File: src/rtl/cla_pipe_adder.sv
// Pipelined carry-lookahead adder/subtractor. Each stage resolves one
// BLOCK-wide lookahead group and registers the carry into the next group,
// so no carry ripples across groups within a cycle. Beats enter and leave
// through valid/ready handshakes. The combinational ready chain lets any
// empty stage absorb a beat, so bubbles collapse.
module cla_pipe_adder #(
  parameter int WIDTH = 64,
  parameter int BLOCK = 16
) (
  input  logic             clk,
  input  logic             rst_n,
  input  logic             in_valid,
  output logic             in_ready,
  input  logic [WIDTH-1:0] a,
  input  logic [WIDTH-1:0] b,
  input  logic             cin,
  input  logic             sub,
  output logic             out_valid,
  input  logic             out_ready,
  output logic [WIDTH-1:0] sum,
  output logic             cout,
  output logic             ovf,
  output logic             gp,
  output logic             gg
);

  localparam int STAGES = WIDTH / BLOCK;
  localparam int NIB    = BLOCK / 4;

  // One BLOCK-wide lookahead group built as a two-level tree. The lower
  // level is 4-bit nibble generate/propagate. The upper level is a
  // sum-of-products across nibbles. The group G/P come from the same
  // upper-level terms.
  function automatic void cla_block(
    input  logic [BLOCK-1:0] x,
    input  logic [BLOCK-1:0] y,
    input  logic             ci,
    output logic [BLOCK-1:0] s,
    output logic             grp_g,
    output logic             grp_p
  );
    logic [BLOCK-1:0] g, p, c;
    logic [NIB-1:0]   ng, np, nc;
    logic             gen, prop, term;
    g = x & y;
    p = x ^ y;
    for (int n = 0; n < NIB; n++) begin
      np[n] = &p[4*n +: 4];
      ng[n] = g[4*n+3]
            | (p[4*n+3] & g[4*n+2])
            | (p[4*n+3] & p[4*n+2] & g[4*n+1])
            | (p[4*n+3] & p[4*n+2] & p[4*n+1] & g[4*n]);
    end
    // Carry into nibble n is the OR of nibble generates below it, each ANDed
    // with the propagates between it and n. It is written flat, not chained.
    grp_g = 1'b0;
    grp_p = 1'b1;
    nc    = '0;
    for (int n = 0; n <= NIB; n++) begin
      gen  = 1'b0;
      prop = 1'b1;
      for (int j = 0; j < n; j++) begin
        term = ng[j];
        for (int m = j + 1; m < n; m++) term &= np[m];
        gen  |= term;
        prop &= np[j];
      end
      if (n < NIB) nc[n] = gen | (prop & ci);
      grp_g = gen;
      grp_p = prop;
    end
    // Inside a nibble the 4-bit carry expression is flattened by synthesis.
    c = '0;
    for (int n = 0; n < NIB; n++) begin
      c[4*n] = nc[n];
      for (int i = 0; i < 3; i++)
        c[4*n+i+1] = g[4*n+i] | (p[4*n+i] & c[4*n+i]);
    end
    s = p ^ c;
  endfunction

  for (genvar k = 0; k < STAGES; k++) begin : g_stage
    localparam int DONE = (k + 1) * BLOCK;  // sum bits resolved after this stage
    localparam int REM  = WIDTH - DONE;     // operand bits still unresolved

    logic             valid_r, carry_r, gp_r, gg_r, a_msb_r, bx_msb_r;
    logic [DONE-1:0]  sum_r;
    logic             ready_k;

    // Stage inputs. The low BLOCK bits of a_src/bx_src form this stage's group.
    logic                 valid_d, ci_d, a_msb_d, bx_msb_d, gp_d, gg_d;
    logic [REM+BLOCK-1:0] a_src, bx_src;
    logic [DONE-1:0]      sum_d;
    logic [BLOCK-1:0]     s_d;
    logic                 g_d, p_d;

    if (k == 0) begin : g_src
      // Subtract inverts B and forces the carry-in at capture. cin is then ignored.
      assign valid_d  = in_valid;
      assign a_src    = a;
      assign bx_src   = sub ? ~b : b;
      assign ci_d     = sub | cin;
      assign a_msb_d  = a[WIDTH-1];
      assign bx_msb_d = bx_src[WIDTH-1];
      assign sum_d    = s_d;
      assign gp_d     = p_d;
      assign gg_d     = g_d;
    end else begin : g_src
      assign valid_d  = g_stage[k-1].valid_r;
      assign a_src    = g_stage[k-1].g_rem.a_r;
      assign bx_src   = g_stage[k-1].g_rem.bx_r;
      assign ci_d     = g_stage[k-1].carry_r;
      assign a_msb_d  = g_stage[k-1].a_msb_r;
      assign bx_msb_d = g_stage[k-1].bx_msb_r;
      assign sum_d    = {s_d, g_stage[k-1].sum_r};
      assign gp_d     = p_d & g_stage[k-1].gp_r;
      assign gg_d     = g_d | (p_d & g_stage[k-1].gg_r);
    end

    // Resolve this stage's group from the registered carry of the previous one.
    // NOTE: every always_comb output is assigned on every path (here by the
    // function's outputs), so no latch can be inferred.
    always_comb cla_block(a_src[BLOCK-1:0], bx_src[BLOCK-1:0], ci_d, s_d, g_d, p_d);

    // A stage can load when it is empty or when the stage after it moves on.
    if (k == STAGES - 1) begin : g_rdy
      assign ready_k = !valid_r | out_ready;
    end else begin : g_rdy
      assign ready_k = !valid_r | g_stage[k+1].ready_k;
    end

    // Stage register. Data loads only with a valid beat, so the outputs stay
    // put while a result is stalled and while bubbles pass through.
    // NOTE: state uses non-blocking assignments so every stage samples the
    // pre-edge value of its predecessor.
    // NOTE: the data registers are reset as well as the valid bits, so the
    // result outputs read zero after reset rather than stale data.
    always_ff @(posedge clk or negedge rst_n) begin
      if (!rst_n) begin
        valid_r  <= 1'b0;
        carry_r  <= 1'b0;
        gp_r     <= 1'b0;
        gg_r     <= 1'b0;
        a_msb_r  <= 1'b0;
        bx_msb_r <= 1'b0;
        sum_r    <= '0;
      end else if (ready_k) begin
        valid_r <= valid_d;
        if (valid_d) begin
          carry_r  <= g_d | (p_d & ci_d);
          gp_r     <= gp_d;
          gg_r     <= gg_d;
          a_msb_r  <= a_msb_d;
          bx_msb_r <= bx_msb_d;
          sum_r    <= sum_d;
        end
      end
    end

    if (REM > 0) begin : g_rem
      logic [REM-1:0] a_r, bx_r;
      // Carry forward the operand bits that later stages still need to resolve.
      always_ff @(posedge clk or negedge rst_n) begin
        if (!rst_n) begin
          a_r  <= '0;
          bx_r <= '0;
        end else if (ready_k && valid_d) begin
          a_r  <= a_src[REM+BLOCK-1:BLOCK];
          bx_r <= bx_src[REM+BLOCK-1:BLOCK];
        end
      end
    end
  end

  assign in_ready  = g_stage[0].ready_k;
  assign out_valid = g_stage[STAGES-1].valid_r;
  assign sum       = g_stage[STAGES-1].sum_r;
  assign cout      = g_stage[STAGES-1].carry_r;
  assign gp        = g_stage[STAGES-1].gp_r;
  assign gg        = g_stage[STAGES-1].gg_r;
  assign ovf       = (g_stage[STAGES-1].a_msb_r == g_stage[STAGES-1].bx_msb_r)
                   & (g_stage[STAGES-1].sum_r[WIDTH-1] != g_stage[STAGES-1].a_msb_r);

endmodule

File: config.mk
export PLATFORM = sky130hd
export DESIGN_NAME = cla_pipe_adder
export DESIGN_NICKNAME = d
export VERILOG_FILES = /design/src/rtl/cla_pipe_adder.sv
export SDC_FILE = /design/constraint.sdc
export NUM_CORES = 1
export LEC_CHECK = 0
export ABC_CLOCK_PERIOD_IN_PS = 9400
export CELL_PAD_IN_SITES_DETAIL_PLACEMENT = 1
export CELL_PAD_IN_SITES_GLOBAL_PLACEMENT = 2
export CORE_UTILIZATION = 41
export CTS_CLUSTER_DIAMETER = 40
export CTS_CLUSTER_SIZE = 10
export DETAILED_ROUTE_END_ITERATION = 10
export PLACE_DENSITY = 0.95
export SLEW_MARGIN = 20
export SYNTH_ARGS = -nofsm -noshare
export SYNTH_HDL_FRONTEND = slang
export SYNTH_SLANG_ARGS = --single-unit
File: constraint.sdc
create_clock -name clk -period 9.4 [get_ports clk]
set_input_delay 1.88 -clock clk [delete_from_list [all_inputs] [get_ports clk]]
set_output_delay 1.88 -clock clk [all_outputs]
set_load 0.01 [all_outputs]
==> key figures <==
Clock tree
  • Post-CTS Setup Repair Bufs: 0
  • Cts hold-fix bufs: 0
  • Clock Latency Late Sink: 0.59 ns
  • CTS tree: done
  • CTS clock-pin slew for the worst setup and hold paths: 0.05 ns
  • Clock tree buffer depth: 3
  • Root Driver: clkbuf_16
  • Inserted Clock Buffers: 58
  • # H-tree levels: 2
  • Clock Sinks: 370
  • Post-CTS Resized: 0

Route
  • Final wirelength: 41.13 mm
  • Antenna-violating nets left: 0
  • Vias per inst: about 5
  • Drt wl/cell: 19.06 µm
  • First-pass DRT Iterations: 4
  • # DRC: 0
  • Via count: 10840
  • DRT iter0 DRCs: 527

STA
  • Pins Over Slew Limit: 0
  • Peak Freq: roughly 0.18 GHz
  • Slew Limit Headroom: 0.3516
  • Final worst slack: 3.881 ns
  • Endpoints failing setup: 0
  • Setup Skew: 0.01533 ns
  • Setup TNS: 0 ns
  • Fin crit share: 0.5871
  • Post-layout minimum cycle time: 5.519 ns
  • Fin. Hold Viols: 0
  • RSZ-0062 raised after global routing: false
  • Slew @ Worst Pin: 0.9726 ns

Placement
  • Post-DP HPWL: 27.57 mm
  • Port-buffer cells: 203
  • Pre-CTS setup slack: 3.273 ns
  • GP Congestion: 0.8569

Min path
  • Hold Crit Depth: 2
  • Min-delay worst type: reg2reg

Floorplanning
  • Die area: 42470 µm²
  • Initial Util: 0.4173
  • Die Ht: 206.1 µm
  • I/O Pins: 204
  • Chip Width: 206.1 µm
  • Core Footprint: 40920 µm²
  • Row count: 74

Worst setup path
  • Worst-path maximum fanout: 38
  • Worst setup EP type: register
  • Cell depth of the worst flop-to-flop path: 11
  • Setup crit start kind: input port
  • Kind of critical path: in2reg
  • CP required: 9.82 ns
  • Arr. time, crit path: 5.94 ns

Cells and area
  • Layout cells sized above 1: 0.2137
  • Filler cells: 4225
  • Multi-input gate area: 7193 µm²
  • Fin nets: around 1800
  • Synth-to-layout area growth: 25.70%
  • Register area: 9259 µm²
  • Most frequent cells in the layout: dfrtp_1 (370), nand2_1 (254), mux2_2 (224)
  • Most common cell after layout, fill and taps aside: dfrtp_1

Synthesis
  • Post-synth EDFFs: 0
  • Asr flop ratio synth: 1.000
  • Cells after synthesis: between 1000 and 1500
  • Post-Syn Area: 17080 µm²
  • #FFs+latches synth: 370
  • Post-synth cell types: 47
  • Mapped Nets: 1616
  • Synth warnings: 0
  • Dominant synthesized flop cell: dfrtp_1
  • Sequential fraction of the synthesis area: 0.5422
  • Synthesized area per cell: 12.46 µm²

Global routing
  • Number of global-route vias before repair: ~12000
  • Largest net degree at the start of global routing: 182
  • Initial antenna violation count: 2
  • Overflow after GRT: 0
  • Tot GR Track Use: 0.2002
  • First-pass GRT wire length: 65.99 mm

Pwr
  • Peak VDD IR: 155.4 µV
  • PD cells: 307.7 nW/µm²
  • Leakage: 0.009670 µW

Outcome
  • Status: completed

Job
  • Max_cap viols: 0
## layout make-up
class	instances	share of cell area
inverter	52	0.009094
multi-input combinational	886	0.3351
antenna	2	0.0002332
clock buffer	72	0.07479
clock inverter	32	0.01988
tap	532	0.03101
timing repair buffer	212	0.09851
sequential	370	0.4314
## worst max-delay path, cell delays in order
cell and delay, ns:
buf_4 0.40, buf_4 0.63, xor2_1 0.17, ha_1 0.39
nand3_1 0.11, o21ai_0 0.34, a21oi_1 0.23, o21ba_2 0.26
fa_1 0.41, fa_1 0.43, fa_1 0.42, xor2_1 0.15
o21ai_0 0.09
## Yosys cell counts (19+ instances only)
master,count,area share
buf_2,25,0.0073
nand2_1,254,0.056
mux2_2,224,0.15
xor2_1,24,0.012
xnor2_1,56,0.029
o21ai_0,102,0.030
ha_1,64,0.047
buf_6,19,0.013
a21oi_1,34,0.010
dfrtp_1,370,0.54
fa_1,48,0.056
inv_1,52,0.011
## routing by layer
layer,track usage,share of wire,vias up
met4,0.08193,0.032,0
met3,0.03406,0.035,82
li1,-,-,5035
met1,0.2438,0.42,5534
met5,0,0,-
met2,0.3504,0.51,188
## where the power goes
part	switching (µW)	internal, µW	leakage, µW	total [µW]
Clock	757	1450	0.00100	2210
Combinational	847	1020	0.00418	1870
Sequential	378	2150	0.00449	2520
## registers in the layout, summed over array words and instances, names as in the netlist
register / count
cout: 1
gg: 1
g_stage.bx_msb_r: 4
g_stage.valid_r: 3
g_stage.g_rem.a_r: 93
g_stage.gp_r: 3
g_stage.gg_r: 3
sum: 64
gp: 1
g_stage.sum_r: 96
g_stage.a_msb_r: 4
g_stage.carry_r: 3
g_stage.g_rem.bx_r: 93
out_valid: 1
## worst paths after layout
path / from / endpoint / slack (ns)
max: sub / g_stage[0].sum_r[15]$_DFFE_PN0P_ / 3.88
min: g_stage[0].g_rem.bx_r[43]$_DFFE_PN0P_ / g_stage[0].g_rem.bx_r[43]$_DFFE_PN0P_ / 0.48
max reg2reg: g_stage[1].g_rem.a_r[1]$_DFFE_PN0P_ / g_stage[2].sum_r[47]$_DFFE_PN0P_ / 5.95
min reg2reg: g_stage[0].g_rem.bx_r[43]$_DFFE_PN0P_ / g_stage[0].g_rem.bx_r[43]$_DFFE_PN0P_ / 0.48
max in group asynchronous: rst_n / g_stage[0].g_rem.a_r[18]$_DFFE_PN0P_ / 6.17
min in group asynchronous: rst_n / g_stage[0].g_rem.bx_r[1]$_DFFE_PN0P_ / 1.27
## logic make-up after synthesis
group | Yosys count | synth area share
and+or+nand+nor | 308 | 0.07532
muxes | 224 | 0.1477
buffers and inverters | 114 | 0.03766
AOI/OAI and AO/OA | 162 | 0.05290
xor gates and xnor gates | 80 | 0.04103
adders and majority gates | 112 | 0.1032
DFF | 370 | 0.5422
## through the flow
stage,total power [µW],instance area (µm²),instances,hold slack (ns),util
after global placement,4246,19430,2052,0.4564,0.4747
after detailed placement,4411,19430,2052,0.4658,0.4747
after global routing,6996,21460,2158,0.4968,0.5245
after CTS,6702,21460,2156,0.4793,0.5244
after floorplan,3582,17080,1370,0.4417,-
final,6604,21460,2158,0.4751,0.5245
(Power assumes the default switching activity.)
